==> src/rtl/sig_dly_meas.sv <==
// sig_dly_meas: measures the start->stop pulse interval in whole microseconds.
// Optional min/max statistics are enabled with `define SIG_DLY_MEAS_STAT_EN.
module sig_dly_meas #(
  parameter int unsigned CNT_1US = 50,
  parameter int unsigned W       = 16
) (
  input  logic         clk,
  input  logic         rst_n,
  input  logic         sig_start,
  input  logic         sig_stop,
`ifdef SIG_DLY_MEAS_STAT_EN
  input  logic         stat_clr,
  output logic [W-1:0] dly_min,
  output logic [W-1:0] dly_max,
`endif
  output logic         busy,
  output logic [W-1:0] dly_out,
  output logic         dly_vld,
  output logic         dly_ovf
);

  typedef enum logic {
    IDLE,
    RUN
  } state_e;

  localparam logic [5:0]   DIV_LAST = 6'(CNT_1US - 1);
  localparam logic [W-1:0] US_MAX   = '1;
  localparam logic [W-1:0] US_ONE   = {{(W-1){1'b0}}, 1'b1};

  state_e       state_q;
  logic [5:0]   cnt_div_q, cnt_div_d;
  logic [W-1:0] cnt_us_q, cnt_us_d;
  logic         ovf_q, ovf_d;
  logic         wrap;
  logic         busy_q;
  logic [W-1:0] dly_out_q;
  logic         dly_vld_q;
  logic         dly_ovf_q;

  // Next counter values; the divider is loaded with 0 at start so that
  // the value seen at edge t0+E is (E-1) mod CNT_1US and a wrap on the
  // stop edge itself completes the k-th microsecond at E = k*CNT_1US.
  always_comb begin
    wrap      = (cnt_div_q == DIV_LAST);
    cnt_div_d = wrap ? 6'd0 : cnt_div_q + 6'd1;
    cnt_us_d  = cnt_us_q;
    ovf_d     = ovf_q;
    if (wrap) begin
      if (cnt_us_q == US_MAX) begin
        ovf_d = 1'b1;
      end else begin
        cnt_us_d = cnt_us_q + US_ONE;
      end
    end
  end

  // Measurement FSM with registered outputs; stop beats start in RUN,
  // start beats stop in IDLE.
  always_ff @(posedge clk or negedge rst_n) begin
    if (!rst_n) begin
      state_q   <= IDLE;
      cnt_div_q <= '0;
      cnt_us_q  <= '0;
      ovf_q     <= 1'b0;
      busy_q    <= 1'b0;
      dly_out_q <= '0;
      dly_vld_q <= 1'b0;
      dly_ovf_q <= 1'b0;
    end else begin
      dly_vld_q <= 1'b0;
      unique case (state_q)
        IDLE: begin
          if (sig_start) begin
            state_q   <= RUN;
            busy_q    <= 1'b1;
            cnt_div_q <= '0;
            cnt_us_q  <= '0;
            ovf_q     <= 1'b0;
          end
        end
        RUN: begin
          if (sig_stop) begin
            state_q   <= IDLE;
            busy_q    <= 1'b0;
            dly_out_q <= cnt_us_d;
            dly_ovf_q <= ovf_d;
            dly_vld_q <= 1'b1;
          end else if (sig_start) begin
            cnt_div_q <= '0;
            cnt_us_q  <= '0;
            ovf_q     <= 1'b0;
          end else begin
            cnt_div_q <= cnt_div_d;
            cnt_us_q  <= cnt_us_d;
            ovf_q     <= ovf_d;
          end
        end
        default: begin
          state_q <= IDLE;
          busy_q  <= 1'b0;
        end
      endcase
    end
  end

  assign busy    = busy_q;
  assign dly_out = dly_out_q;
  assign dly_vld = dly_vld_q;
  assign dly_ovf = dly_ovf_q;

`ifdef SIG_DLY_MEAS_STAT_EN
  logic [W-1:0] min_q;
  logic [W-1:0] max_q;

  // Running min/max of published results; clear overrides a pending update.
  always_ff @(posedge clk or negedge rst_n) begin
    if (!rst_n) begin
      min_q <= US_MAX;
      max_q <= '0;
    end else if (stat_clr) begin
      min_q <= US_MAX;
      max_q <= '0;
    end else if (dly_vld_q) begin
      if (dly_out_q < min_q) min_q <= dly_out_q;
      if (dly_out_q > max_q) max_q <= dly_out_q;
    end
  end

  assign dly_min = min_q;
  assign dly_max = max_q;
`endif

endmodule

==> config.mk <==
export PLATFORM = sky130hd
export DESIGN_NAME = sig_dly_meas
export DESIGN_NICKNAME = d
export VERILOG_FILES = /design/src/rtl/sig_dly_meas.sv
export SDC_FILE = /design/constraint.sdc
export NUM_CORES = 1
export LEC_CHECK = 0
export BUFFER_PORTS_ARGS = -buffer_cell sky130_fd_sc_hd__buf_2
export CAP_MARGIN = 0
export CORE_AREA = 3 3 103 56
export CTS_CLUSTER_SIZE = 24
export DETAILED_ROUTE_END_ITERATION = 10
export DIE_AREA = 0 0 106 59
export PLACE_DENSITY_LB_ADDON = 0.25
export SLEW_MARGIN = 15
export SYNTH_ARGS = -nofsm -noshare
export SYNTH_HDL_FRONTEND = slang
export SYNTH_SLANG_ARGS = --single-unit
==> constraint.sdc <==
create_clock -name clk -period 2.3 [get_ports clk]
set_input_delay 0.115 -clock clk [delete_from_list [all_inputs] [get_ports clk]]
set_output_delay 0.115 -clock clk [all_outputs]
set_load 0.01 [all_outputs]
==> results of run 1 <==
## power breakdown
group	switching [mW]	leakage, nW	internal (mW)
Combinational	0.118	0.493	0.0613
Sequential	0.0191	0.584	0.786
Clock	0.251	0.0422	0.213
## registers in the layout, indices dropped and copies added, names as in the netlist
| register | cells |
|---|---|
| dly_ovf | 1 |
| cnt_div_q | 6 |
| state_q | 1 |
| dly_out | 16 |
| busy | 1 |
| dly_vld | 1 |
| cnt_us_q | 16 |
| ovf_q | 1 |
## per-stage QoR
| step | setup slack [ns] | power, mW |
|---|---|---|
| after global routing | 0.00714 | 1.52 |
| after floorplan | 0.247 | 0.922 |
| after detailed placement | 0.113 | 1.00 |
| after global placement | 0.192 | 0.998 |
| after CTS | 0.0919 | 1.46 |
| final | 0.128 | 1.45 |
## layout make-up
cell class                 count  area share, %
inverter                      10           1.46
clock inverter                 1          0.194
tap                           70           3.40
sequential                    43           41.8
multi-input combinational    181           42.7
timing repair buffer          33           7.49
clock buffer                   7           2.97
## layout by cell type, fill, tap and decap left out, types with 5 or more instances in the layout
cell type and n:
nand2_1 30, buf_4 11, nor3_1 7, xnor2_1 13, a21o_1 5, a21oi_1 8, dfrtp_1 43, buf_2 22
nand3_1 11, nor2_1 13, o21ai_0 29, nor4_1 7, a31oi_1 7, clkbuf_8 5, inv_1 9, nand4_1 7
## kinds of logic (layout without fill, tap and decap cells)
family / Yosys count / in the layout / share of synthesized area [%]
and+or+nand+nor: 94 / 94 / 22.3
AOI/OAI and AO/OA: 66 / 66 / 17.5
DFF: 43 / 43 / 47.6
buffers and inverters: 21 / 51 / 3.71
xor gates and xnor gates: 15 / 15 / 5.82
adders and majority gates: 3 / 3 / 1.66
muxes: 3 / 3 / 1.33
## metal layers
metal  vias to the layer above  routed length [microns]  global-route usage, %  share of wire (%)
li1                        947                        -                      -                  -
met4                         0                       56                   5.54                1.1
met3                         7                      336                   3.37                6.6
met5                         -                        0                      0                  0
met1                       920                     2630                   25.8                 51
met2                        72                     2090                   25.8                 41
## final timing paths
kind | from | depth (start not counted) | end
hold / removal | rst_n | 1 | busy
max in group asynchronous | rst_n | 1 | cnt_us_q[0]
setup / recovery | cnt_div_q[1] | 7 | cnt_us_q[15]
min in group clk | sig_stop | 2 | busy
hold reg to reg | dly_out[5] | 2 | dly_out[5]
setup reg to reg | cnt_div_q[1] | 7 | cnt_us_q[15]
## worst max-delay path: stages (launching register included)
cell and delay (ns):
dfrtp_1 0.40, inv_1 0.08, ha_1 0.15, nand4bb_1 0.15, or4_4 0.48, or3_4 0.40
or3_1 0.32, o211ai_1 0.10
==> results.json, run 1 <==
{
  "routed_wl_microns": 5110,
  "dp_hpwl_microns": 3710,
  "startpoint_type": "flip-flop",
  "antenna_found_initial": 0,
  "die_w_microns": 106,
  "yosysWarnings": 0,
  "drive_above_1_share_pct": 17.8,
  "start_util_pct": 46.4,
  "root_buffer": "clkbuf_8",
  "num_vias": 1946,
  "finalInstanceArea_sq_mm": 0.00257,
  "firstDrtPassIters": 4,
  "core_area_sq_mm": 0.00486,
  "placed_cells": 335,
  "ys_seq_area_share_pct": 47.6,
  "clock-sinks": 43,
  "rrSetupSlack_ns": 0.13,
  "rsz0062_at_grt": "false",
  "worstSetupEndpointType": "flip-flop",
  "ios": 23,
  "gp_congestion": 0.864,
  "ys_ff_latch": 43,
  "finalSetupViolations": 0,
  "fmaxAchievable_ghz": 0.461,
  "first_iter_violations": 118,
  "cts_buffer_depth": 2,
  "nets": 281,
  "yosysTopAreaCell": "dfrtp_1",
  "finalHoldViolations": 43,
  "cts-buffers-inserted": 5,
  "syn_avg_cell_area_sq_um": 9.22,
  "period_minus_slack_ns": 2.17,
  "synth_most_common_cell": "dfrtp_1",
  "grt_pass1_vias": 1759,
  "min_period_over_period_pct": 94.4,
  "worstMarginPinSlew_ns": 0.961,
  "layoutNonFillerInstCount": 345,
  "path_max_fanout": 6,
  "syn_inst": 245,
  "antenna_cells": 0,
  "synthArstFlopShare_pct": 100,
  "gr-total-overflow": 0,
  "die_height_microns": 59,
  "grt_start_max_net_pins": 44,
  "syn_area_sq_mm": 0.00226,
  "violations": "negative hold slack",
  "critPathRequiredTime_ns": 2.51,
  "die-area_sq_mm": 0.00625,
  "tritoncts": "built",
  "clk_transition_reported_paths_ns": 0.08,
  "synth_top_area_share_pct": 47.6,
  "cts_htree_levels": 2,
  "skew_ns": 0.00679,
  "maxCapViolCount": 0,
  "ir_drop_uv": 222,
  "whs_ns": -0.0277,
  "synth_common_cells": "43 x dfrtp_1, 30 x nand2_1, 29 x o21ai_0, 13 x nor2_1, 13 x xnor2_1",
  "io_buffers": 22,
  "p_leak_nw": 1.12,
  "ant_nets": 0,
  "ys.flop_type": "dfrtp_1",
  "setup_tns_ns": 0,
  "cts_resized": 0,
  "synth_area_leaders": "dfrtp_1 48%, o21ai_0 6.4%, xnor2_1 5.0%",
  "seq_area_sq_mm": 0.00108,
  "rows": 18,
  "vias_per_cell": 5.64,
  "cts_setup_buffers": 0,
  "area_growth_syn_to_layout_pct": 14.0,
  "avgRoutedWirePerCell_microns": 14.8,
  "post-route-util_pct": 52.9,
  "drc": 0,
  "grt_pass1_wl_microns": 8510,
  "max_slew_margin_pct": 35.9,
  "hold_class": "primary input to asynchronous set/reset pin",
  "syn_nets": 252,
  "clk_latency_ns": 0.29,
  "power_density_mw_per_mm2": 563,
  "multi_input_area_sq_mm": 0.00110,
  "slew_violations": 0,
  "fill_cells": 453,
  "crit_type": "flip-flop to flip-flop",
  "synth_edf_count": 0,
  "yosysUniqueCellTypes": 46,
  "status": "finished, violations left",
  "dpl-instance-area_sq_mm": 0.00248,
  "crit_arrival_ns": 2.38,
  "cts_hold_buf": 0,
  "grt_use_total_pct": 17.3
}
Power figures use the tool's default switching activity.
==> inputs of run 2 (changes only) <==
--- a/config.mk
+++ b/config.mk
@@ -5,12 +5,13 @@
 export SDC_FILE = /design/constraint.sdc
 export NUM_CORES = 1
 export LEC_CHECK = 0
+export ABC_AREA = 1
 export BUFFER_PORTS_ARGS = -buffer_cell sky130_fd_sc_hd__buf_2
 export CAP_MARGIN = 0
-export CORE_AREA = 3 3 103 56
+export CORE_AREA = 3 3 104 56
 export CTS_CLUSTER_SIZE = 24
 export DETAILED_ROUTE_END_ITERATION = 10
-export DIE_AREA = 0 0 106 59
+export DIE_AREA = 0 0 107 59
 export PLACE_DENSITY_LB_ADDON = 0.25
 export SLEW_MARGIN = 15
 export SYNTH_ARGS = -nofsm -noshare
==> run 2 against run 1 <==
  * The flow now finishes without violations
  * Flip-flop and latch count unchanged
  * Total power shrank 5.7%
  * Setup slack improved by 0.47 ns
  * Combinational power fell by 41%
  * Register-to-register slack better by 0.47 ns
  * Final cell count grew 18%
  * Highest routed layer unchanged
  * Die area up 0.94%
  * Utilization increased by 0.16 points
==> results.json, run 2 <==
{
  "syn_avg_cell_area_sq_um": 7.58,
  "first_iter_violations": 116,
  "cts_buffer_depth": 2,
  "p_int_mw": 1.00,
  "nets": 342,
  "path_depth": 11,
  "vias_per_cell": 4.99,
  "yosysUniqueCellTypes": 29,
  "yosysTopAreaCell": "dfrtp_1",
  "die-area_sq_mm": 0.00631,
  "status": "finished clean",
  "skew_ns": 0.00320,
  "tritoncts": "built",
  "syn_nets": 316,
  "power_switching_mw": 0.362,
  "grt_use_total_pct": 18.7,
  "io_buffers": 22,
  "placed_cells": 397,
  "clk_latency_ns": 0.31,
  "path_max_fanout": 8,
  "slowest_stage": "dfrtp_1",
  "cpMostUsedCell": "nand2_1",
  "dpl-instance-area_sq_mm": 0.00253,
  "ios": 23,
  "die_height_microns": 59,
  "die_w_microns": 107,
  "maxCapViolCount": 0,
  "synth_most_common_cell": "nand2_1",
  "synthArstFlopShare_pct": 100,
  "grt_start_max_net_pins": 44,
  "num_vias": 2027,
  "max_stage_delay_ns": 0.41,
  "reg2reg_depth": 11,
  "antenna_found_initial": 0,
  "seqPwrFrac_pct": 57.0,
  "finalInstanceArea_sq_mm": 0.00262,
  "core_area_sq_mm": 0.00493,
  "antenna_cells": 0,
  "cts-buffers-inserted": 5,
  "clk_transition_reported_paths_ns": 0.08,
  "clock-sinks": 43,
  "power_density_mw_per_mm2": 522,
  "finalSetupViolations": 0,
  "ys.flop_type": "dfrtp_1",
  "synth_common_cells": "134 x nand2_1, 43 x dfrtp_1, 31 x nand3_1, 24 x inv_1, 15 x nor2_1",
  "max_slew_margin_pct": 36.1,
  "startpoint_type": "flip-flop",
  "power.share.clock_pct": 35.2,
  "synth_area_leaders": "dfrtp_1 46%, nand2_1 21%, nand3_1 6.6%",
  "p_leak_nw": 1.43,
  "start_util_pct": 47.5,
  "slew_violations": 0,
  "ys_seq_area_share_pct": 45.9,
  "final_cell_mix": "134 x nand2_1, 43 x dfrtp_1, 31 x nand3_1, 24 x inv_1, 22 x buf_2",
  "post-route-util_pct": 53.1,
  "p_sw_share_pct": 26.5,
  "yosysWarnings": 0,
  "min_period_over_period_pct": 74.0,
  "routed_wl_microns": 5150,
  "worstMarginPinSlew_ns": 0.959,
  "crit_buf_inv": 1,
  "final_common_cell": "nand2_1",
  "worstSetupEndpointType": "flip-flop",
  "dp_hpwl_microns": 3650,
  "fill_cells": 491,
  "hold_class": "primary input to flip-flop",
  "gp_congestion": 0.910,
  "r2r_end": "dly_out[15]",
  "path_delay_family": "simple AND/OR/NAND/NOR gates",
  "fmaxAchievable_ghz": 0.588,
  "finalHoldViolations": 0,
  "avgRoutedWirePerCell_microns": 12.7,
  "synth_edf_count": 0,
  "startpoint": "cnt_div_q[1]",
  "syn_area_sq_mm": 0.00234,
  "drive_above_1_share_pct": 14.0,
  "critPathRequiredTime_ns": 2.49,
  "seq_area_sq_mm": 0.00108,
  "crit_arrival_ns": 1.89,
  "crit_path_cell_trace": "inv_1, ha_1, nand2_1, nor2_1, nand2_2, nor2_2, nand2_1, nand2_1, nand3_1, nand2_1, nand2_1",
  "rrSetupSlack_ns": 0.60,
  "cts_htree_levels": 2,
  "period_minus_slack_ns": 1.70,
  "multi_input_area_sq_mm": 0.00115,
  "rows": 18,
  "ys_ff_latch": 43,
  "area_growth_syn_to_layout_pct": 11.8,
  "endpoint": "dly_out[15]",
  "power_frac_comb_pct": 7.8,
  "drc": 0,
  "synth_top_area_share_pct": 45.9,
  "rsz0062_at_grt": "false",
  "ant_nets": 0,
  "firstDrtPassIters": 5,
  "fin_ws_ns": 0.598,
  "gr-total-overflow": 0,
  "root_buffer": "clkbuf_8",
  "layoutNonFillerInstCount": 406,
  "grt_pass1_wl_microns": 9180,
  "crit_type": "flip-flop to flip-flop",
  "ir_drop_uv": 240,
  "place_ws_ns": 0.603,
  "r2r_start": "cnt_div_q[1]",
  "setup_tns_ns": 0,
  "syn_inst": 309,
  "cts_resized": 0,
  "grt_pass1_vias": 1984
}
[run 2: changes by cell type in the layout (fill, tap and decap cells not counted), sizes merged, moves of 5 or more]
cell and change:
buf -10, nor2 +11, nor3 -7, a31oi -7, inv +15, xnor2 -11
nand3 +22, o21ai -18, nand2 +108, nand3b +5, nor4 -7
[run 2: power by group through the flow]
stage	clock [mW]	combinational, mW	sequential [mW]
final	0.481	0.107	0.779
after global placement	0	0.107	0.793
after detailed placement	0	0.108	0.795
after floorplan	0	0.0568	0.796
after CTS	0.492	0.110	0.779
after global routing	0.524	0.121	0.783
[run 2: logic make-up after synthesis]
kind of cell / synth area share, %
AO/OA/AOI/OAI: 4.75
flip-flops: 45.9
adder cells (fa/ha/maj): 1.60
AND/OR/NAND/NOR: 40.8
buffers and inverters: 5.07
XOR/XNOR: 1.87
[run 2: timing repair]
item / CTS / global route
buffers inserted: 0 / 0
hold buffers: 1 / 0
hold endpoints to repair: 16 / 0
[run 2: area by class of cell]
type / instances / share of cell area [%]
Clock buffer: 7 / 2.92
Clock inverter: 1 / 0.191
Inverter: 26 / 3.73
Multi-Input combinational cell: 235 / 43.8
Sequential cell: 43 / 41.1
Tap cell: 70 / 3.35
Timing Repair Buffer: 24 / 4.88
[run 2: metrics by stage]
step                hold slack (ns)  power [mW]
CTS                           0.108        1.38
finish                        0.105        1.37
global route                  0.127        1.43
floorplan                    -0.181       0.853
detailed placement            0.331       0.903
global placement              0.308       0.901
[run 2: how the worst min path moves through the flow]
stage	start	to	slack, ns	depth (start not counted)
5_1_grt	sig_start	busy	0.13	3
2_1_floorplan	rst_n	busy	-0.18	0
3_3_place_gp	rst_n	dly_out[0]	0.31	1
3_5_place_dp	rst_n	dly_out[0]	0.33	1
6_report	sig_start	busy	0.11	3
4_1_cts	sig_start	busy	0.11	3
[run 2: metal layers]
layer	wire (microns)	vias up	GRT usage, %
met3	265	6	5.11
met1	2490	946	24.8
li1	-	1031	-
met5	0	-	0
met2	2320	44	30.4
met4	74	0	6.01
[run 2: worst reg2reg max path, cell delays in order (launching register included)]
cell	delay [ns]
dfrtp_1	0.41
inv_1	0.08
ha_1	0.17
nand2_1	0.06
nor2_1	0.11
nand2_2	0.18
nor2_2	0.23
nand2_1	0.07
nand2_1	0.06
nand3_1	0.08
nand2_1	0.07
nand2_1	0.07
